--- config.mk ---
export PLATFORM = sky130hd
export DESIGN_NAME = sdram_ch1_arbiter
export DESIGN_NICKNAME = d
export VERILOG_FILES = /design/src/rtl/sdram_arb_pkg.sv /design/src/rtl/arb_rr_pick.sv /design/src/rtl/sdram_ch1_arbiter.sv
export SDC_FILE = /design/constraint.sdc
export NUM_CORES = 1
export LEC_CHECK = 0
export ABC_CLOCK_PERIOD_IN_PS = 2200
export BUFFER_PORTS_ARGS = -buffer_cell sky130_fd_sc_hd__buf_2
export CORE_AREA = 2 2 177 179
export CTS_BUF_LIST = sky130_fd_sc_hd__clkbuf_16
export DETAILED_ROUTE_END_ITERATION = 10
export DIE_AREA = 0 0 179 181
export HOLD_SLACK_MARGIN = 0.15
export PLACE_DENSITY = 0.73
export SYNTH_ARGS = -nofsm -noshare
export SYNTH_HDL_FRONTEND = slang
export SYNTH_SLANG_ARGS = --single-unit
--- constraint.sdc ---
create_clock -name clk1x -period 2.2 [get_ports clk1x]
set_input_delay 0 -clock clk1x [delete_from_list [all_inputs] [get_ports clk1x]]
set_output_delay 0 -clock clk1x [all_outputs]
set_load 0.02 [all_outputs]
--- src/rtl/sdram_arb_pkg.sv ---
// Shared types and widths for the SDRAM channel-1 arbiter.
package sdram_arb_pkg;

    localparam int unsigned NREQ   = 3;
    localparam int unsigned ADDR_W = 27;
    localparam int unsigned DIN_W  = 16;
    localparam int unsigned DOUT_W = 128;

    typedef enum logic [1:0] {
        StIdle,
        StIssue,
        StWait,
        StDone
    } arb_state_e;

    typedef struct packed {
        logic [ADDR_W-1:0] addr;
        logic              rnw;
        logic              is128;
        logic [DIN_W-1:0]  din;
    } slot_t;

endpackage

--- src/rtl/arb_rr_pick.sv ---
// Combinational winner selection: round-robin after `last`, or fixed priority (index 0 highest).
module arb_rr_pick
    import sdram_arb_pkg::*;
(
    input  logic [NREQ-1:0] pending,
    input  logic [1:0]      last,
    input  logic            rr_mode,
    output logic            valid,
    output logic [1:0]      idx
);

    logic [2:0] cand;

    always_comb begin
        valid = |pending;
        idx   = 2'd0;
        cand  = 3'd0;
        if (rr_mode) begin
            // Walk the ring farthest-first so the nearest pending requester after `last` wins.
            for (int off = NREQ; off >= 1; off--) begin
                cand = {1'b0, last} + 3'(off);
                if (cand >= 3'(NREQ)) begin
                    cand = cand - 3'(NREQ);
                end
                if (pending[cand[1:0]]) begin
                    idx = cand[1:0];
                end
            end
        end else begin
            for (int k = NREQ - 1; k >= 0; k--) begin
                if (pending[k]) begin
                    idx = 2'(k);
                end
            end
        end
    end

endmodule

--- src/rtl/sdram_ch1_arbiter.sv ---
// Shares SDRAM channel 1 among three requesters: captures request pulses, issues one req edge
// per access, completes on the ready rising edge or on a wait timeout.
module sdram_ch1_arbiter
    import sdram_arb_pkg::*;
#(
    parameter bit          RR_MODE = 1'b1,
    parameter int unsigned TIMEOUT = 1023
) (
    input  logic                        clk1x,
    input  logic                        reset,
    input  logic [NREQ-1:0]             rq_req,
    input  logic [NREQ-1:0][ADDR_W-1:0] rq_addr,
    input  logic [NREQ-1:0]             rq_rnw,
    input  logic [NREQ-1:0]             rq_128,
    input  logic [NREQ-1:0][DIN_W-1:0]  rq_din,
    output logic [NREQ-1:0]             rq_done,
    output logic [NREQ-1:0]             rq_timeout,
    output logic [DOUT_W-1:0]           rq_dout,
    output logic [NREQ-1:0]             err_overrun,
    output logic                        busy,
    output logic [1:0]                  grant_id,
    output logic                        ram_req,
    output logic [ADDR_W-1:0]           ram_addr,
    output logic [DIN_W-1:0]            ram_din,
    output logic                        ram_rnw,
    output logic                        ram_128,
    input  logic                        ram_ready,
    input  logic [DOUT_W-1:0]           ram_dout
);

    localparam logic [9:0] CntLast = 10'(TIMEOUT - 1);

    arb_state_e       state_q, state_d;
    slot_t [NREQ-1:0] slot_q;
    logic [NREQ-1:0]  pending_q;
    logic [NREQ-1:0]  slot_free;
    logic [NREQ-1:0]  accept;
    logic [1:0]       last_q;
    logic             ready_1_q;
    logic             timed_out_q;
    logic [9:0]       cnt_q;
    logic             pick_valid;
    logic [1:0]       pick_idx;
    logic             ready_edge;

    arb_rr_pick u_pick (
        .pending (pending_q),
        .last    (last_q),
        .rr_mode (RR_MODE),
        .valid   (pick_valid),
        .idx     (pick_idx)
    );

    assign ready_edge = ram_ready & ~ready_1_q;
    assign busy       = (state_q != StIdle);
    assign ram_req    = (state_q == StIssue);

    always_comb begin
        state_d = state_q;
        unique case (state_q)
            StIdle:  if (pick_valid) state_d = StIssue;
            StIssue: state_d = StWait;
            StWait:  if (ready_edge || cnt_q == CntLast) state_d = StDone;
            StDone:  state_d = StIdle;
            default: state_d = StIdle;
        endcase
    end

    // The granted slot stays occupied until its DONE cycle, when it may be refilled at once.
    always_comb begin
        for (int i = 0; i < int'(NREQ); i++) begin
            slot_free[i] = ~pending_q[i] | (state_q == StDone && grant_id == 2'(i));
        end
        accept     = rq_req & slot_free;
        rq_done    = '0;
        rq_timeout = '0;
        if (state_q == StDone) begin
            rq_done[grant_id]    = 1'b1;
            rq_timeout[grant_id] = timed_out_q;
        end
    end

    always_ff @(posedge clk1x) begin
        if (reset) begin
            state_q     <= StIdle;
            slot_q      <= '0;
            pending_q   <= '0;
            err_overrun <= '0;
            last_q      <= 2'd2;
            ready_1_q   <= 1'b0;
            timed_out_q <= 1'b0;
            cnt_q       <= '0;
            grant_id    <= '0;
            rq_dout     <= '0;
            ram_addr    <= '0;
            ram_din     <= '0;
            ram_rnw     <= 1'b0;
            ram_128     <= 1'b0;
        end else begin
            state_q     <= state_d;
            ready_1_q   <= ram_ready;
            err_overrun <= err_overrun | (rq_req & ~slot_free);
            for (int i = 0; i < int'(NREQ); i++) begin
                if (accept[i]) begin
                    slot_q[i]    <= '{addr: rq_addr[i], rnw: rq_rnw[i], is128: rq_128[i],
                                      din: rq_din[i]};
                    pending_q[i] <= 1'b1;
                end else if (state_q == StDone && grant_id == 2'(i)) begin
                    pending_q[i] <= 1'b0;
                end
            end
            unique case (state_q)
                StIdle: begin
                    if (pick_valid) begin
                        grant_id <= pick_idx;
                        ram_addr <= slot_q[pick_idx].addr;
                        ram_din  <= slot_q[pick_idx].din;
                        ram_rnw  <= slot_q[pick_idx].rnw;
                        ram_128  <= slot_q[pick_idx].is128;
                    end
                end
                StIssue: cnt_q <= '0;
                StWait: begin
                    if (ready_edge) begin
                        if (ram_rnw) rq_dout <= ram_dout;
                    end else if (cnt_q == CntLast) begin
                        timed_out_q <= 1'b1;
                    end else begin
                        cnt_q <= cnt_q + 10'd1;
                    end
                end
                StDone: begin
                    last_q      <= grant_id;
                    timed_out_q <= 1'b0;
                end
                default: ;
            endcase
        end
    end

endmodule

# After elaboration in Yosys (flattened, before gate mapping)
# Cells that the tools add are included.
# W data, S select, Z words.
[word_totals]
rom_bits = 0
input_bits = 269
output_inout_bits = 186
register_bits = 332
memories = 0
elab_cells = 119
ramBits = 0
latchBits = 0
[op_classes]
n_addsub = 7
div_mod_pow = 0
n_bitwise = 13
eq_ne = 11
n_lt_le_gt_ge = 9
reduce_logical = 19
mux = 33
mul = 0
shifts = 0
[op_table]
columns = ["op", "n"]
rows = [
  ["$bmux W45 S2", 1],
  ["$mux W45", 1],
  ["$mux W10", 2],
  ["$pmux W10 S2", 1],
  ["$mux W2", 8],
  ["$lt A2 B3 Y1 const B", 5],
  ["$mux W1", 12],
  ["$reduce_bool A2 Y1", 6],
  ["$add A10 B1 Y10 const B", 1],
  ["$eq A10 B10 Y1 const B", 1],
  ["$ne A2 B2 Y1 const B", 5],
  ["$and A3 B3 Y3", 3],
  ["$ge A3 B2 Y1 const B", 3],
  ["$reduce_and A3 Y1", 3],
  ["$pmux W2 S4", 1],
  ["$add A2 B2 Y3 const B", 2],
  ["$bmux W1 S2", 3],
  ["$eq A2 B2 Y1 const B", 3],
  ["$mux W3", 2],
  ["$sub A2 B2 Y2 const B", 3],
  ["$eq A2 B1 Y1 const B", 2],
  ["$logic_and A1 B1 Y1", 4],
  ["$logic_not A2 Y1", 2],
  ["$not A1 Y1", 4],
  ["other kinds (11)", 14],
]

# Longest topological paths before layout
# Gate-level depths: netlist (run 1).
[depth]
word_depth = 10
depth_mapped = 9
depth_no_buf = 7

# Modules after synthesis
# From an unflattened synthesis (run 1), not the netlist that was laid out.
[hier_totals]
cells_unflattened = 1559
area_unflattened_um2 = 12499.5
[modules_own_cells]
columns = ["module", "area_per_inst_um2", "instances", "seq_area_each_um2", "cells_per_inst"]
rows = [
  ["sdram_ch1_arbiter", 12331.8, 1, 6646.4, 1536],
  ["arb_rr_pick", 167.7, 1, 0.0, 23],
]

# Worst setup path before layout (run 1)
# No wires, ideal clock.
[synth_timing]
path_kind = "reg2reg"
from = "register state_q[0]"
to = "register slot_q[10] (netlist name)"
setup_slack_ns = 0.087
t_required_ns = 2.068
path_stages_with_launch = 9
period_less_slack_ns = 2.113
arrival_time_ns = 1.981
cell_sequence = "dfxtp_1 -> ha_1 -> buf_2 -> nor3b_1 -> nand2b_1 -> nand2_1 -> clkbuf_1 -> nand2_1 -> a21oi_1"
[synth_between]
elab_chain_len = 4
[synth_lines]
columns = ["element", "line", "text"]
rows = [
  ["start, declared", "sdram_ch1_arbiter.sv:33", "arb_state_e state_q, state_d;"],
  ["start signal, assigned", "sdram_ch1_arbiter.sv:85", "state_q <= StIdle;"],
  ["start signal, assigned", "sdram_ch1_arbiter.sv:100", "state_q <= state_d;"],
  ["$eq A2 B2 Y1", "sdram_ch1_arbiter.sv:72", "slot_free[i] = ~pending_q[i] | (state_q == StDone && grant_id == 2'(i));"],
  ["$logic_and A1 B1 Y1", "sdram_ch1_arbiter.sv:72", ""],
  ["$or A1 B1 Y1", "sdram_ch1_arbiter.sv:72", ""],
  ["$and A3 B3 Y3", "sdram_ch1_arbiter.sv:74", "accept = rq_req & slot_free;"],
  ["end signal, assigned by index", "sdram_ch1_arbiter.sv:105", "slot_q[i] <= '{addr: rq_addr[i], rnw: rq_rnw[i], is128: rq_128[i],"],
  ["end, declared", "sdram_ch1_arbiter.sv:34", "slot_t [NREQ-1:0] slot_q;"],
]
# Every way passes these cells.
# A chain may end at the register's enable or synchronous reset.

# Worst setup path in the final report (run 1)
[layout_timing]
from = "register state_q[0]"
to = "register slot_q[98] (netlist name)"
# The elaborated chain is that of the path after synthesis.

==> results of run 1 <==
routing by layer:
metal  global-route usage  up-vias  share of wire
met3               0.0892      294           0.10
li1                     -     6578              -
met2                0.506      939           0.46
met5                    0        -              0
met4                0.232        0          0.089
met1                0.327     6693           0.35
state kept, by name (all words and copies together), names as in the netlist:
signal	flops
grant_id	2
rq_dout	128
state_q	2
ram_din	16
ram_128	1
last_q	2
timed_out_q	1
cnt_q	10
slot_q	135
pending_q	3
err_overrun	3
ready_1_q	1
ram_rnw	1
ram_addr	27
power groups by stage:
stage / combinational, mW / clock, mW / sequential (mW)
after floorplan: 1.09 / 0 / 6.70
after global placement: 1.97 / 0 / 6.61
after detailed placement: 2.01 / 0 / 6.62
after CTS: 2.46 / 6.60 / 6.49
after global routing: 2.88 / 6.83 / 6.54
final: 2.71 / 6.52 / 6.52
cell families (layout without fill, tap and decap cells):
group,after synthesis,after routing,share of synthesized area
other cells,0,8,0
buf+inv,168,944,0.0568
compound gates,339,339,0.170
fa+ha+maj,9,9,0.00889
flops,332,332,0.524
xor+xnor,7,7,0.00484
simple gates,639,640,0.196
mux,49,49,0.0387
cells in the mapped netlist (all sizes together), types with 2 or more instances:
cell type,count
o211ai,2
nand4,5
xnor2,7
inv,59
a211oi,3
nand3b,2
and2,7
buf,34
o31ai,2
o221ai,45
or3,3
ha,9
dfxtp,332
a21oi,275
nor2b,2
and3,2
clkbuf,75
nand2b,4
nor2,21
nand3,8
nand2,582
o21ai,5
a31oi,2
mux2i,49
stage by stage:
stage                     total power, mW   util  area, µm²  TNS [ns]  cells
after global placement               8.58  0.509      15500         0   2315
after detailed placement             8.63  0.509      15500         0   2315
final                                15.7  0.666      20200         0   2724
after CTS                            15.6  0.657      20000         0   2705
after global routing                 16.2  0.666      20200    -0.163   2722
after floorplan                      7.79      -      12700         0   1543
worst max path at each step:
stage,cells past startpoint,end,start
after floorplan,8,slot_q[10],state_q[0]
after global placement,8,ram_addr[24],last_q[0]
after detailed placement,8,ram_din[7],last_q[0]
after CTS,9,ram_addr[20],last_q[0]
after global routing,8,slot_q[134],state_q[0]
final,8,slot_q[98],state_q[0]
tightest hold or removal path: stages:
cell and delay, ns:
dlygate4sd3_1 0.53, buf_2 0.12, nand2_1 0.05, a21oi_1 0.05
area by class of cell:
cell class / instances / area share
clock buffer: 39 / 0.0483
multi-input combinational: 1044 / 0.268
inverter: 59 / 0.0110
antenna: 8 / 0.000991
clock inverter: 31 / 0.0158
timing repair buffer: 815 / 0.302
tap: 396 / 0.0245
sequential: 332 / 0.329
repair_timing:
action	4_1_cts	5_1_grt
hold endpoints to repair	287	0
buffers inserted	0	4
endpoints found under the setup margin	0	96
resized for setup	0	17
hold buffers	320	0
==> results.cfg, run 1 <==
[run_status]
status = complete, no violations

[synthesis]
synth_edf_count = 0
seq_area_frac_synth = 0.524
synth_ff_type = dfxtp_1
synth_cell_types = 37
ys_ff_latch = 332
synth_top_area_frac = 0.524
syn-cell-area_um2 = 12700
yosysTopAreaCell = dfxtp_1
postSynthCellCount = 1543
ys_warn_count = 0
async_flop_share = 0
syn_avg_cell_area_um2 = 8.21
synth_area_leaders = dfxtp_1 (52%), nand2_1 (17%), a21oi_1 (11%)
syn-num-nets = 1821

[critical_path]
cp_cell_sequence = ha_2 -> nand3b_1 -> nand2_2 -> and2_4 -> clkbuf_16 -> nand2_1 -> a21oi_1 -> dlygate4sd3_1
r2r-end = slot_q[98]
start_kind = flop
crit_path_max_incr_delay_ns = 0.57
rrSetupSlack_ns = 0.04
crit_family = buffers and inverters
path_buf_inv = 2
r2r.worst_path.cells = 8
r2r-start = state_q[0]
critPathSlowestCell = dlygate4sd3_1
cp.required_ns = 2.67
worstPathArrival_ns = 2.63
cp-end-kind = flop
crit_type = flop to flop
cp_max_fo = 11

[cells_and_area]
final_common_cell = nand2_1
layout_common_cells = nand2_1 (577), buf_2 (453), dfxtp_1 (330), dlygate4sd3_1 (319), a21oi_1 (274)
layout-drive-gt1-share = 0.266
syn_to_final_growth_pct = 59.4
final_nets = 2568
regArea_um2 = 6650
fill_cells = 2137
multi_input_area_um2 = 5420

[placed_design]
pre_cts_ws_ns = 0.0221
io_buffers = 454
hpwl_um = 28700
gp_congestion = 0.867

[sta]
skew_ns = 0.0210
fin_crit_sh = 0.982
finalMaxSlewViolations = 0
hold_violations = 0
holdWs_ns = 0.263
fin_ws_ns = 0.0390
slew_headroom = 0.396
setup_viol = 0
finalCriticalPeriod_ns = 2.16
fmax_ghz = 0.463
worstMarginPinSlew_ns = 0.906

[clocking]
cts_tree = built
numCtsBuffers = 38
htreeDepth = 2
root_buffer = clkbuf_16
path_clk_slew_ns = 0.06
cts_buffer_depth = 3
insertion_delay_ns = 0.53
cts.sinks = 332

[floorplan]
die_area_um2 = 32400
start_util = 0.418
io_pins = 455
die_y_um = 181
core_area_um2 = 30300
die-width_um = 179
rows = 64

[global_routing]
grt_max_degree = 193
gr-total-overflow = 0
grt_pass1_wl_um = 78600
grt_pass1_vias = 14908
antenna_found_initial = 6
grt_usage = 0.306

[power]
clock_power_share = 0.414
power_frac_comb = 0.172
ir_drop_v = 0.000644
sw_frac_of_total = 0.272
p_seq_frac = 0.414
switchingPower_mw = 4.28
total_leakage_power_nw = 8.82
p_int_mw = 11.5
power_density_nw_per_um2 = 779

[route]
vias = 14504
via_per_inst = 5.32
post_drt_wl_per_cell_um = 19.8
first_iter_violations = 1057
first_pass_iters = 5
remaining_drc_errors = 0
ant_nets = 0
wl_um = 53800

[worst_hold_path]
min_path_type = primary input to flop
min_from = ram_dout[117]
whs_endpoint = rq_dout[117]
holdPathStages = 4

[run]
drv_cap = 0
Note: power is estimated with default switching activity, not from simulation.
==> run 2: changes to the inputs <==
ABC_AREA = 1   (was default)
CORE_AREA = 2 2 175 177   (was 2 2 177 179)
DIE_AREA = 0 0 177 179   (was 0 0 179 181)
PLACE_DENSITY = 0.75   (was 0.73)
==> results.cfg, run 2 <==
[clocking]
root_buffer = clkbuf_16
cts_tree = built
numCtsBuffers = 36
path_clk_slew_ns = 0.06
htreeDepth = 2
cts.sinks = 332
insertion_delay_ns = 0.52
cts_buffer_depth = 3

[route]
via_per_inst = 5.19
first_pass_iters = 6
ant_nets = 0
wl_um = 51000
remaining_drc_errors = 0
vias = 14940
first_iter_violations = 1161
post_drt_wl_per_cell_um = 17.7

[critical_path]
worstPathArrival_ns = 2.49
cp_max_fo = 50
cp.required_ns = 2.59
crit_type = flop to flop
start_kind = flop
cp-end-kind = flop

[synthesis]
synthTopCellsByCount = nor2_1 (376), dfxtp_1 (332), o21ai_0 (292), nand2_1 (175), inv_1 (164)
synth_cell_types = 34
syn_avg_cell_area_um2 = 7.37
ys_warn_count = 0
synth_top_area_frac = 0.510
syn-num-nets = 2044
postSynthCellCount = 1766
synth_ff_type = dfxtp_1
synth_area_leaders = dfxtp_1 (51%), o21ai_0 (11%), nor2_1 (11%)
async_flop_share = 0
yosysTopAreaCell = dfxtp_1
yosys.cell_count.top_type = nor2_1
ys_ff_latch = 332
syn-cell-area_um2 = 13000
seq_area_frac_synth = 0.510
synth_edf_count = 0

[sta]
finalCriticalPeriod_ns = 2.10
fin_crit_sh = 0.956
worstMarginPinSlew_ns = 0.796
slew_headroom = 0.469
fmax_ghz = 0.476
holdWs_ns = 0.251
skew_ns = 0.0238
rsz0062_at_grt = false
hold_violations = 0
finalMaxSlewViolations = 0
tns_ns = 0
setup_viol = 0
fin_ws_ns = 0.0976

[power]
fin_total_pwr_mw = 17.1
p_seq_frac = 0.409
sw_frac_of_total = 0.331
power_frac_comb = 0.266
switchingPower_mw = 5.66
ir_drop_v = 0.000638
total_leakage_power_nw = 9.21
power_density_nw_per_um2 = 873
p_int_mw = 11.4
clock_power_share = 0.324

[floorplan]
die-width_um = 177
io_pins = 455
rows = 64
start_util = 0.434
die_area_um2 = 31700
core_area_um2 = 30000
die_y_um = 179

[cells_and_area]
reg.largest.list = slot_q: 135 flops, rq_dout: 128 flops, ram_addr: 27 flops
largest-register = slot_q
postLayoutCoreUtil = 0.653
fill_cells = 2340
fin_area_um2 = 19600
final_common_cell = buf_2
layout_common_cells = buf_2 (454), nor2_1 (375), dfxtp_1 (332), o21ai_0 (292), dlygate4sd3_1 (271)
finalNonFillerCells = 2881
syn_to_final_growth_pct = 50.6
final_nets = 2736
largest_reg_flops = 135
layout-drive-gt1-share = 0.229

[placed_design]
gp_congestion = 0.889
placed_cells = 2543
io_buffers = 454
pre_cts_ws_ns = 0.0227
hpwl_um = 30500
placed_cell_area_um2 = 15800

[global_routing]
grt_pass1_wl_um = 76400
antenna_found_initial = 1
grt_pass1_vias = 14278
grt_usage = 0.305
grt_max_degree = 119
gr-total-overflow = 0

[run]
drv_cap = 0

[run_status]
status = complete, no violations

[worst_hold_path]
min_path_type = primary input to flop
-- run 2: timing repair --
| action | 4_1_cts | 5_1_grt |
|---|---|---|
| gates resized for setup | 1 | 6 |
| buffers inserted | 0 | 1 |
| pin swaps | 0 | 2 |
| endpoints found under the hold margin | 299 | 0 |
| endpoints found under the setup margin | 2 | 48 |
| hold buffers | 271 | 0 |
| cloned | 0 | 1 |
-- run 2: cells by family (layout without fill, tap and decap cells) --
logic type | count (synthesis) | in the layout | synth area share
AO/OA/AOI/OAI | 444 | 444 | 0.173
other | 0 | 3 | 0
buffers and inverters | 287 | 1002 | 0.0879
adder cells (fa/ha/maj) | 9 | 9 | 0.00865
AND/OR/NAND/NOR | 693 | 694 | 0.219
flip-flops | 332 | 332 | 0.510
XOR/XNOR | 1 | 1 | 0.000673
-- run 2: final cells by class --
class / count / area (µm²) / area share
Clock buffer: 38 / 951 / 0.0485
Inverter: 170 / 648 / 0.0331
Antenna cell: 3 / 7.51 / 0.000383
Timing Repair Buffer: 770 / 5470 / 0.279
Tap cell: 396 / 495 / 0.0253
Clock inverter: 24 / 113 / 0.00574
Sequential cell: 332 / 6650 / 0.339
Multi-Input combinational cell: 1148 / 5280 / 0.269
-- run 2: power groups by stage --
stage / registers (mW) / logic (mW) / clock network, mW
CTS: 6.98 / 4.42 / 5.60
detailed placement: 7.11 / 4.01 / 0
global placement: 7.10 / 3.93 / 0
floorplan: 7.42 / 2.16 / 0
finish: 7.01 / 4.55 / 5.55
global route: 7.05 / 5.00 / 5.86
-- run 2: critical path, stage by stage (launching register included) --
cell     delay, ns
dfxtp_1       0.36
ha_1          0.21
inv_1         0.10
nor3_2        0.13
nor2_1        0.12
nor2_4        0.24
inv_2         0.11
buf_12        0.19
o21ai_0       0.43
a21oi_1       0.07
-- run 2: final timing paths --
kind	start	to	slack [ns]	depth (start not counted)
worst max-delay path	state_q[1]	slot_q[41]	0.1	9
worst min-delay path	rq_addr[62]	slot_q[116]	0.25	4
worst max register to register	state_q[1]	slot_q[41]	0.1	9
worst min register to register	slot_q[97]	slot_q[97]	0.45	2
-- run 2: metal layers --
metal	global-route usage	wire, µm
met5	0.0112	46
met4	0.126	2450
met3	0.0768	4780
met2	0.502	23200
met1	0.379	20500
